`src/rtl/batch_dispatcher_pkg.sv`:
```
// Shared widths and dispatcher state encoding for the DRAM scheduler batch path.
package batch_dispatcher_pkg;

  localparam int unsigned SBR_ID_WIDTH     = 4;
  localparam int unsigned SRR_ID_WIDTH     = 4;
  localparam int unsigned REQUEST_ID_WIDTH = 5;
  localparam int unsigned BANK_GROUP_WIDTH = 2;
  localparam int unsigned BANK_WIDTH       = 2;
  localparam int unsigned ROW_WIDTH        = 8;

  typedef enum logic [2:0] {
    DISP_IDLE,
    DISP_LOAD_SBR,
    DISP_LOAD_SRR,
    DISP_LOAD_REQ,
    DISP_ISSUE,
    DISP_DONE
  } disp_state_t;

  function automatic logic is_load_state(input disp_state_t s);
    return (s == DISP_LOAD_SBR) || (s == DISP_LOAD_SRR) || (s == DISP_LOAD_REQ);
  endfunction

endpackage

```
`src/rtl/batch_dispatcher_rd_wait.sv`:
```
// Read-latency countdown shared by all table LOAD states; strobes capture when
// the registered read address has had RD_LAT cycles to produce data.
module dispatch_rd_wait #(
  parameter int unsigned RD_LAT = 2
) (
  input  logic clk,
  input  logic rst,
  input  logic active,
  output logic capture
);

  localparam int unsigned CW = (RD_LAT < 1) ? 1 : $clog2(RD_LAT + 1);

  logic [CW-1:0] cnt;

  // Reload on capture so back-to-back LOAD states each get a full wait.
  always_ff @(posedge clk or posedge rst) begin
    if (rst) begin
      cnt <= CW'(RD_LAT);
    end else if (!active || cnt == '0) begin
      cnt <= CW'(RD_LAT);
    end else begin
      cnt <= cnt - CW'(1);
    end
  end

  assign capture = active && (cnt == '0);

endmodule

```
`src/rtl/batch_dispatcher.sv`:
```
// Walks one SBR -> SRR chain -> request chain and issues each request in order.
module batch_dispatcher
  import batch_dispatcher_pkg::*;
#(
  parameter int unsigned RD_LAT = 2
) (
  input  logic                        clk,
  input  logic                        rst,
  input  logic                        start,
  input  logic [SBR_ID_WIDTH-1:0]     critical_path_sbr,
  output logic                        busy,
  output logic                        done,
  output logic [SBR_ID_WIDTH-1:0]     sbr_rd_addr,
  input  logic [SRR_ID_WIDTH-1:0]     sbr_rd_head_srr,
  input  logic [SRR_ID_WIDTH-1:0]     sbr_rd_row_count,
  input  logic [BANK_GROUP_WIDTH-1:0] sbr_rd_bank_group,
  input  logic [BANK_WIDTH-1:0]       sbr_rd_bank,
  output logic [SRR_ID_WIDTH-1:0]     srr_rd_addr,
  input  logic [REQUEST_ID_WIDTH-1:0] srr_rd_head_req,
  input  logic [REQUEST_ID_WIDTH-1:0] srr_rd_count,
  input  logic [SRR_ID_WIDTH-1:0]     srr_rd_next,
  output logic [REQUEST_ID_WIDTH-1:0] req_rd_addr,
  input  logic [ROW_WIDTH-1:0]        req_rd_row,
  input  logic [REQUEST_ID_WIDTH-1:0] req_rd_next,
  input  logic                        issue_ready,
  output logic                        issue_valid,
  output logic [REQUEST_ID_WIDTH-1:0] issue_req_id,
  output logic [BANK_GROUP_WIDTH-1:0] issue_bank_group,
  output logic [BANK_WIDTH-1:0]       issue_bank,
  output logic [ROW_WIDTH-1:0]        issue_row,
  output logic                        issue_row_first,
  output logic                        issue_last
);

  localparam logic [SRR_ID_WIDTH-1:0]     ROWS_ONE = 1;
  localparam logic [REQUEST_ID_WIDTH-1:0] REQS_ONE = 1;

  disp_state_t                 state;
  logic [SRR_ID_WIDTH-1:0]     rows_left;
  logic [REQUEST_ID_WIDTH-1:0] reqs_left;
  logic [SRR_ID_WIDTH-1:0]     srr_next;
  logic [REQUEST_ID_WIDTH-1:0] req_next;
  logic                        in_load;
  logic                        capture;

  assign in_load = is_load_state(state);

  dispatch_rd_wait #(.RD_LAT(RD_LAT)) u_rd_wait (
    .clk     (clk),
    .rst     (rst),
    .active  (in_load),
    .capture (capture)
  );

  always_ff @(posedge clk or posedge rst) begin
    if (rst) begin
      state            <= DISP_IDLE;
      rows_left        <= '0;
      reqs_left        <= '0;
      srr_next         <= '0;
      req_next         <= '0;
      busy             <= 1'b0;
      done             <= 1'b0;
      sbr_rd_addr      <= '0;
      srr_rd_addr      <= '0;
      req_rd_addr      <= '0;
      issue_valid      <= 1'b0;
      issue_req_id     <= '0;
      issue_bank_group <= '0;
      issue_bank       <= '0;
      issue_row        <= '0;
      issue_row_first  <= 1'b0;
      issue_last       <= 1'b0;
    end else begin
      done <= 1'b0;
      case (state)
        DISP_IDLE: begin
          if (start) begin
            sbr_rd_addr <= critical_path_sbr;
            busy        <= 1'b1;
            state       <= DISP_LOAD_SBR;
          end
        end
        DISP_LOAD_SBR: begin
          if (capture) begin
            issue_bank_group <= sbr_rd_bank_group;
            issue_bank       <= sbr_rd_bank;
            rows_left        <= sbr_rd_row_count;
            if (sbr_rd_row_count == '0) begin
              done  <= 1'b1;
              state <= DISP_DONE;
            end else begin
              srr_rd_addr <= sbr_rd_head_srr;
              state       <= DISP_LOAD_SRR;
            end
          end
        end
        DISP_LOAD_SRR: begin
          if (capture) begin
            reqs_left       <= srr_rd_count;
            srr_next        <= srr_rd_next;
            issue_row_first <= 1'b1;
            // An empty SRR still consumes one row of the SBR's budget.
            if (srr_rd_count == '0) begin
              if (rows_left > ROWS_ONE) begin
                rows_left   <= rows_left - ROWS_ONE;
                srr_rd_addr <= srr_rd_next;
              end else begin
                rows_left <= '0;
                done      <= 1'b1;
                state     <= DISP_DONE;
              end
            end else begin
              req_rd_addr <= srr_rd_head_req;
              state       <= DISP_LOAD_REQ;
            end
          end
        end
        DISP_LOAD_REQ: begin
          if (capture) begin
            issue_row    <= req_rd_row;
            req_next     <= req_rd_next;
            issue_req_id <= req_rd_addr;
            issue_last   <= (reqs_left == REQS_ONE) && (rows_left == ROWS_ONE);
            issue_valid  <= 1'b1;
            state        <= DISP_ISSUE;
          end
        end
        DISP_ISSUE: begin
          if (issue_ready) begin
            issue_valid <= 1'b0;
            issue_last  <= 1'b0;
            reqs_left   <= reqs_left - REQS_ONE;
            if (reqs_left > REQS_ONE) begin
              issue_row_first <= 1'b0;
              req_rd_addr     <= req_next;
              state           <= DISP_LOAD_REQ;
            end else if (rows_left > ROWS_ONE) begin
              rows_left   <= rows_left - ROWS_ONE;
              srr_rd_addr <= srr_next;
              state       <= DISP_LOAD_SRR;
            end else begin
              rows_left       <= '0;
              issue_row_first <= 1'b0;
              done            <= 1'b1;
              state           <= DISP_DONE;
            end
          end
        end
        DISP_DONE: begin
          busy  <= 1'b0;
          state <= DISP_IDLE;
        end
        default: state <= DISP_IDLE;
      endcase
    end
  end

endmodule

```
`config.mk`:
```
export PLATFORM = sky130hd
export DESIGN_NAME = batch_dispatcher
export DESIGN_NICKNAME = d
export VERILOG_FILES = /design/src/rtl/batch_dispatcher_pkg.sv /design/src/rtl/batch_dispatcher_rd_wait.sv /design/src/rtl/batch_dispatcher.sv
export SDC_FILE = /design/constraint.sdc
export NUM_CORES = 1
export LEC_CHECK = 0
export CORE_MARGIN = 4
export CORE_UTILIZATION = 45
export CTS_CLUSTER_SIZE = 40
export DETAILED_ROUTE_END_ITERATION = 8
export HOLD_SLACK_MARGIN = 0.05
export PLACE_DENSITY = 0.78
export SKIP_CTS_REPAIR_TIMING = 1
export SLEW_MARGIN = 20
export SYNTH_ARGS = -nofsm -noshare
export SYNTH_HDL_FRONTEND = slang
export SYNTH_HIERARCHICAL = 1
export SYNTH_SLANG_ARGS = --single-unit
export TNS_END_PERCENT = 50
```
`constraint.sdc`:
```
create_clock -name clk -period 3.35 [get_ports clk]
set_input_delay 0.5025 -clock clk [delete_from_list [all_inputs] [get_ports clk]]
set_output_delay 0.5025 -clock clk [all_outputs]
set_load 0.1 [all_outputs]
```
==> flow_summary.ini, run 1 <==
[clock_network]
cts.sinks = 58
cts-root-buf = clkbuf_8
cts_tree = built
htree_num_levels = 3
cts_buffer_depth = 2
tritoncts.num_buffers = 9
clk_latency_ps = 340
path_clk_slew_ps = 70

[critical_path]
crit_arrival_ps = 2990
cp-end-kind = flop
required_ps = 3580
cp_max_fo = 18
crit_type = reg2reg
start_kind = flop

[place]
placed_cells = 418
dpl.hpwl_um = 5020
pre_cts_slack_ps = 614
io_buffer_count = 81
place_congestion = 0.905

[routing]
drt_first_pass_iters = 4
remaining_drc_errors = 0
vias_per_cell = 5.44
routed_wl_um = 6960
drtAntennaViolNets = 0
routedWlPerCell_um = 16.0
drtIter0Drc = 227
vias = 2360

[global_routing]
grt_max_degree = 57
gr-usage-all-layers_pct = 18.6
grt_pass1_vias = 2352
grt_pass1_wl_um = 11100
antenna_found_initial = 0
grt_overflow_total = 0

[sta]
fin_tns_setup_ps = 0
skew_ps = 11.0
slew_headroom_pct = 33.0
post-route-worst-setup-slack_ps = 590
drv_slew = 0
clock.fmax_mhz = 362
hold_viol_final = 0
post-route-period-util_pct = 82.4
worst_pin_slew_ps = 1000
rsz0062_at_grt = false
period_needed_ps = 2760
setup_viol_count_final = 0

[job]
max_cap_viol_count = 0

[layout]
antennaDiodeCount = 0
nNetsFinal = 404
area.growth.synth_to_final_pct = 35.9
drive_gt1_share_pct = 17.6
nFillCells = 546
finalNonFillerCells = 434
utilization_pct = 63.0

[status]
outcome = finished clean

[floorplan]
die-area_um2 = 7850
core_area_um2 = 6310
rows = 29
io_pins = 82
fp.dieH_um = 88.6
dieWidth_um = 88.6
start_util_pct = 46.3

[logic_synthesis]
yosysTopAreaCell = dfrtp_1
synth_top_area_share_pct = 48.8
ys_seq_elements = 58
synthCells = 269
syn_area_um2 = 2930
yosysSeqAreaShare_pct = 49.7
synth.distinct_cells = 51
synth_area_per_cell_um2 = 10.9
synth.area.top_cells = dfrtp_1 49%, mux2_2 14%, nand2_1 3.5%
yosys_warnings = 6
syn_nets = 321

[worst_hold_path]
hold_path_class = in2async
-- layout make-up --
class / count / area (um2) / area share [%]
timing repair buffer: 83 / 826 / 20.8
inverter: 10 / 37.5 / 0.944
clock inverter: 5 / 53.8 / 1.35
tap: 77 / 96.3 / 2.42
sequential: 58 / 1450 / 36.5
clock buffer: 11 / 141 / 3.56
multi-input combinational: 190 / 1370 / 34.4
-- final timing paths --
check	start	to	slack (ps)	cells past startpoint
worst min-delay path	rst	u_rd_wait/cnt[0]	370	2
min in group clk	issue_valid	issue_valid	490	2
worst min register to register	issue_valid	issue_valid	490	2
worst max register to register	state[1]	req_rd_addr[1]	590	7
max in group asynchronous	rst	rows_left[1]	2170	3
worst max-delay path	state[1]	req_rd_addr[1]	590	7
-- stage by stage --
stage	area, um2	hold slack [ps]
6_report	3980	374
5_1_grt	3980	396
4_1_cts	3980	381
3_5_place_dp	3780	443
3_3_place_gp	3780	441
2_1_floorplan	2930	243
-- per-layer routing --
metal | up-vias | GRT usage (%) | share of wire (%)
li1 | 1132 | - | -
met1 | 1152 | 23.9 | 44
met2 | 62 | 28.2 | 47
met3 | 14 | 7.08 | 6.6
met4 | 0 | 7.97 | 2.2
met5 | - | 0 | 0
-- placed cells by master, fill, tap and decap left out, drive strengths merged, types with 3 or more instances in the layout --
cell type / count
a211oi: 3
a21o: 3
a21oi: 14
clkbuf: 11
clkdlybuf4s50: 81
clkinv: 5
dfrtp: 57
ha: 5
inv: 9
mux2: 39
nand2: 27
nand2b: 3
nand3b: 5
nor2: 21
nor3: 8
o21ai: 21
o22ai: 5
-- sequential cells by signal, summed over array words and instances (netlist names) --
register          count
busy                  1
done                  1
issue_bank            2
issue_bank_group      2
issue_last            1
issue_req_id          5
issue_row             8
issue_row_first       1
issue_valid           1
req_next              5
req_rd_addr           5
reqs_left             5
rows_left             4
sbr_rd_addr           4
srr_next              4
srr_rd_addr           4
state                 3
u_rd_wait/cnt         2
-- cells in the mapped netlist (all sizes together) --
cell / n
dfrtp: 57
mux2: 39
nand2: 27
nor2: 21
o21ai: 21
a21oi: 14
inv: 9
nor3: 8
clkbuf: 7
ha: 5
nand3b: 5
o22ai: 5
buf: 4
a211oi: 3
a21o: 3
nand2b: 3
a22o: 2
a22oi: 2
a2bb2oi: 2
and2: 2
nand3: 2
nor2b: 2
nor3b: 2
nor4: 2
o2bb2ai: 2
or3: 2
a211o: 1
a31oi: 1
a32o: 1
a32oi: 1
a41oi: 1
clkinv: 1
dfstp: 1
nand4: 1
nor4b: 1
o21a: 1
o21bai: 1
o22a: 1
o31a: 1
o32a: 1
o32ai: 1
or2: 1
or4: 1
or4b: 1
-- kinds of logic after synthesis --
kind of cell    after synthesis  synth area share, %
simple gates                 81                 14.7
buf+inv                      21                 3.59
mux                          39                 15.0
flops                        58                 49.7
compound gates               65                 14.9
fa+ha+maj                     5                 2.14
-- worst max-delay path, stage by stage (launching register included) --
cell	delay (ps)
dfrtp_1	630
nor2_1	160
nor2_1	180
and2_1	220
nand3b_1	250
a21o_1	350
a211oi_2	460
mux2_2	390
Power of run 1 is not shown: default switching activity piles up to over one toggle a cycle in this logic, so the estimate is an artifact.
==> run 2, diff against run 1 <==
==> constraint.sdc (replaced) <==
create_clock -name clk -period 2.8 [get_ports clk]
set_input_delay 0.42 -clock clk [delete_from_list [all_inputs] [get_ports clk]]
set_output_delay 0.42 -clock clk [all_outputs]
set_load 0.1 [all_outputs]
==> run 2 against run 1 <==
Flip-flop and latch count unchanged. Worst setup slack worse by 290 ps. Non-clock buffer count up 4. First-iteration DRC count down 35%. Wire length up 0.14%. Via count up 1.2%. Worst hold slack worse by 90 ps. Core utilization down 0.75 points. Final area down 1.2%. Fmax up 10%. Critical path depth unchanged. Global-route usage up 0.92 points.
==> flow_summary.ini, run 2 (synthesis gave the netlist of run 1 again) <==
[status]
outcome = finished clean

[routing]
remaining_drc_errors = 0
routedWlPerCell_um = 15.9
vias_per_cell = 5.45
vias = 2388
drt_first_pass_iters = 4
routed_wl_um = 6970
drtIter0Drc = 147
drtAntennaViolNets = 0

[worst_hold_path]
hold_path_class = in2async

[clock_network]
path_clk_slew_ps = 60
clk_latency_ps = 340
cts_tree = built
cts-root-buf = clkbuf_8
htree_num_levels = 3
tritoncts.num_buffers = 9
cts.sinks = 58
cts_buffer_depth = 2

[sta]
setup_viol_count_final = 0
rsz0062_at_grt = false
worst_pin_slew_ps = 666
drv_slew = 0
period_needed_ps = 2500
holdWs_ps = 284
slew_headroom_pct = 55.3
skew_ps = 7.38
clock.fmax_mhz = 400
post-route-period-util_pct = 89.2
fin_tns_setup_ps = 0
hold_viol_final = 0

[job]
max_cap_viol_count = 0

[layout]
final_common_cell = dfrtp_1
drive_gt1_share_pct = 28.5
nNetsFinal = 408
layout_common_cells = 57 x dfrtp_1, 46 x clkdlybuf4s50_1, 40 x buf_4
fin_area_um2 = 3930
regMostFlops = issue_row
area.growth.synth_to_final_pct = 34.3
nFillCells = 553
largest_reg_flops = 8
antennaDiodeCount = 0

[place]
dpl.hpwl_um = 5110
dpl-instance-area_um2 = 3730
io_buffer_count = 81
place_congestion = 0.872

[critical_path]
cp_max_fo = 11
required_ps = 3020
crit_arrival_ps = 2720
crit_type = reg2reg
cp-end-kind = flop
start_kind = flop

[global_routing]
grt_overflow_total = 0
gr-usage-all-layers_pct = 19.6
grt_pass1_wl_um = 11700
grt_pass1_vias = 2571
antenna_found_initial = 0
grt_max_degree = 34

[floorplan]
die-area_um2 = 7850
core_area_um2 = 6310
rows = 29
fp.dieH_um = 88.6
io_pins = 82
start_util_pct = 46.3
dieWidth_um = 88.6
==> run 2: cell count changes in the layout (fill, tap and decap cells not counted), sizes merged <==
| cell | before | now |
|---|---|---|
| clkinv | 5 | 4 |
| clkbuf | 11 | 9 |
| clkinvlp | 0 | 2 |
| clkdlybuf4s50 | 81 | 46 |
| buf | 2 | 41 |
| inv | 9 | 10 |
==> run 2: routing by layer <==
| metal | global-route usage [%] | share of wire [%] |
|---|---|---|
| met5 | 0 | 0 |
| met4 | 10.0 | 2.1 |
| met3 | 4.84 | 7.0 |
| met2 | 31.4 | 49 |
| met1 | 24.4 | 42 |
==> run 2: final timing paths <==
path / slack, ps / to / from / depth (start not counted)
max: 300 / req_rd_addr[3] / u_rd_wait/cnt[0] / 7
min: 280 / u_rd_wait/cnt[0] / rst / 2
max reg2reg: 300 / req_rd_addr[3] / u_rd_wait/cnt[0] / 7
min reg2reg: 450 / u_rd_wait/cnt[0] / u_rd_wait/cnt[0] / 1
max in group asynchronous: 1760 / sbr_rd_addr[3] / rst / 3
min in group clk: 450 / u_rd_wait/cnt[0] / u_rd_wait/cnt[0] / 1
==> run 2: layout make-up <==
type | count | area (um2) | share of cell area, %
Tap cell | 77 | 96.3 | 2.45
Sequential cell | 58 | 1450 | 37.0
Multi-Input combinational cell | 190 | 1370 | 34.8
Inverter | 10 | 37.5 | 0.956
Timing Repair Buffer | 87 | 781 | 19.9
Clock buffer | 9 | 124 | 3.15
Clock inverter | 7 | 68.8 | 1.75
==> run 2: worst max-delay path, stage by stage, from the launching register on <==
cell and delay, ps:
dfrtp_1 390, inv_1 60, ha_1 180, and2_1 260, nand3b_1 270, a21o_1 360, a211oi_2 470, mux2_2 390
==> run 2: metrics by stage <==
| stage | std cells | setup WS [ps] | util [%] |
|---|---|---|---|
| 3_3_place_gp | 422 | 278 | 59.2 |
| 3_5_place_dp | 422 | 219 | 59.2 |
| 2_1_floorplan | 269 | 464 | - |
| 6_report | 438 | 302 | 62.2 |
| 5_1_grt | 438 | 131 | 62.2 |
| 4_1_cts | 438 | 319 | 62.2 |
Power of run 2 is left out for the same reason.
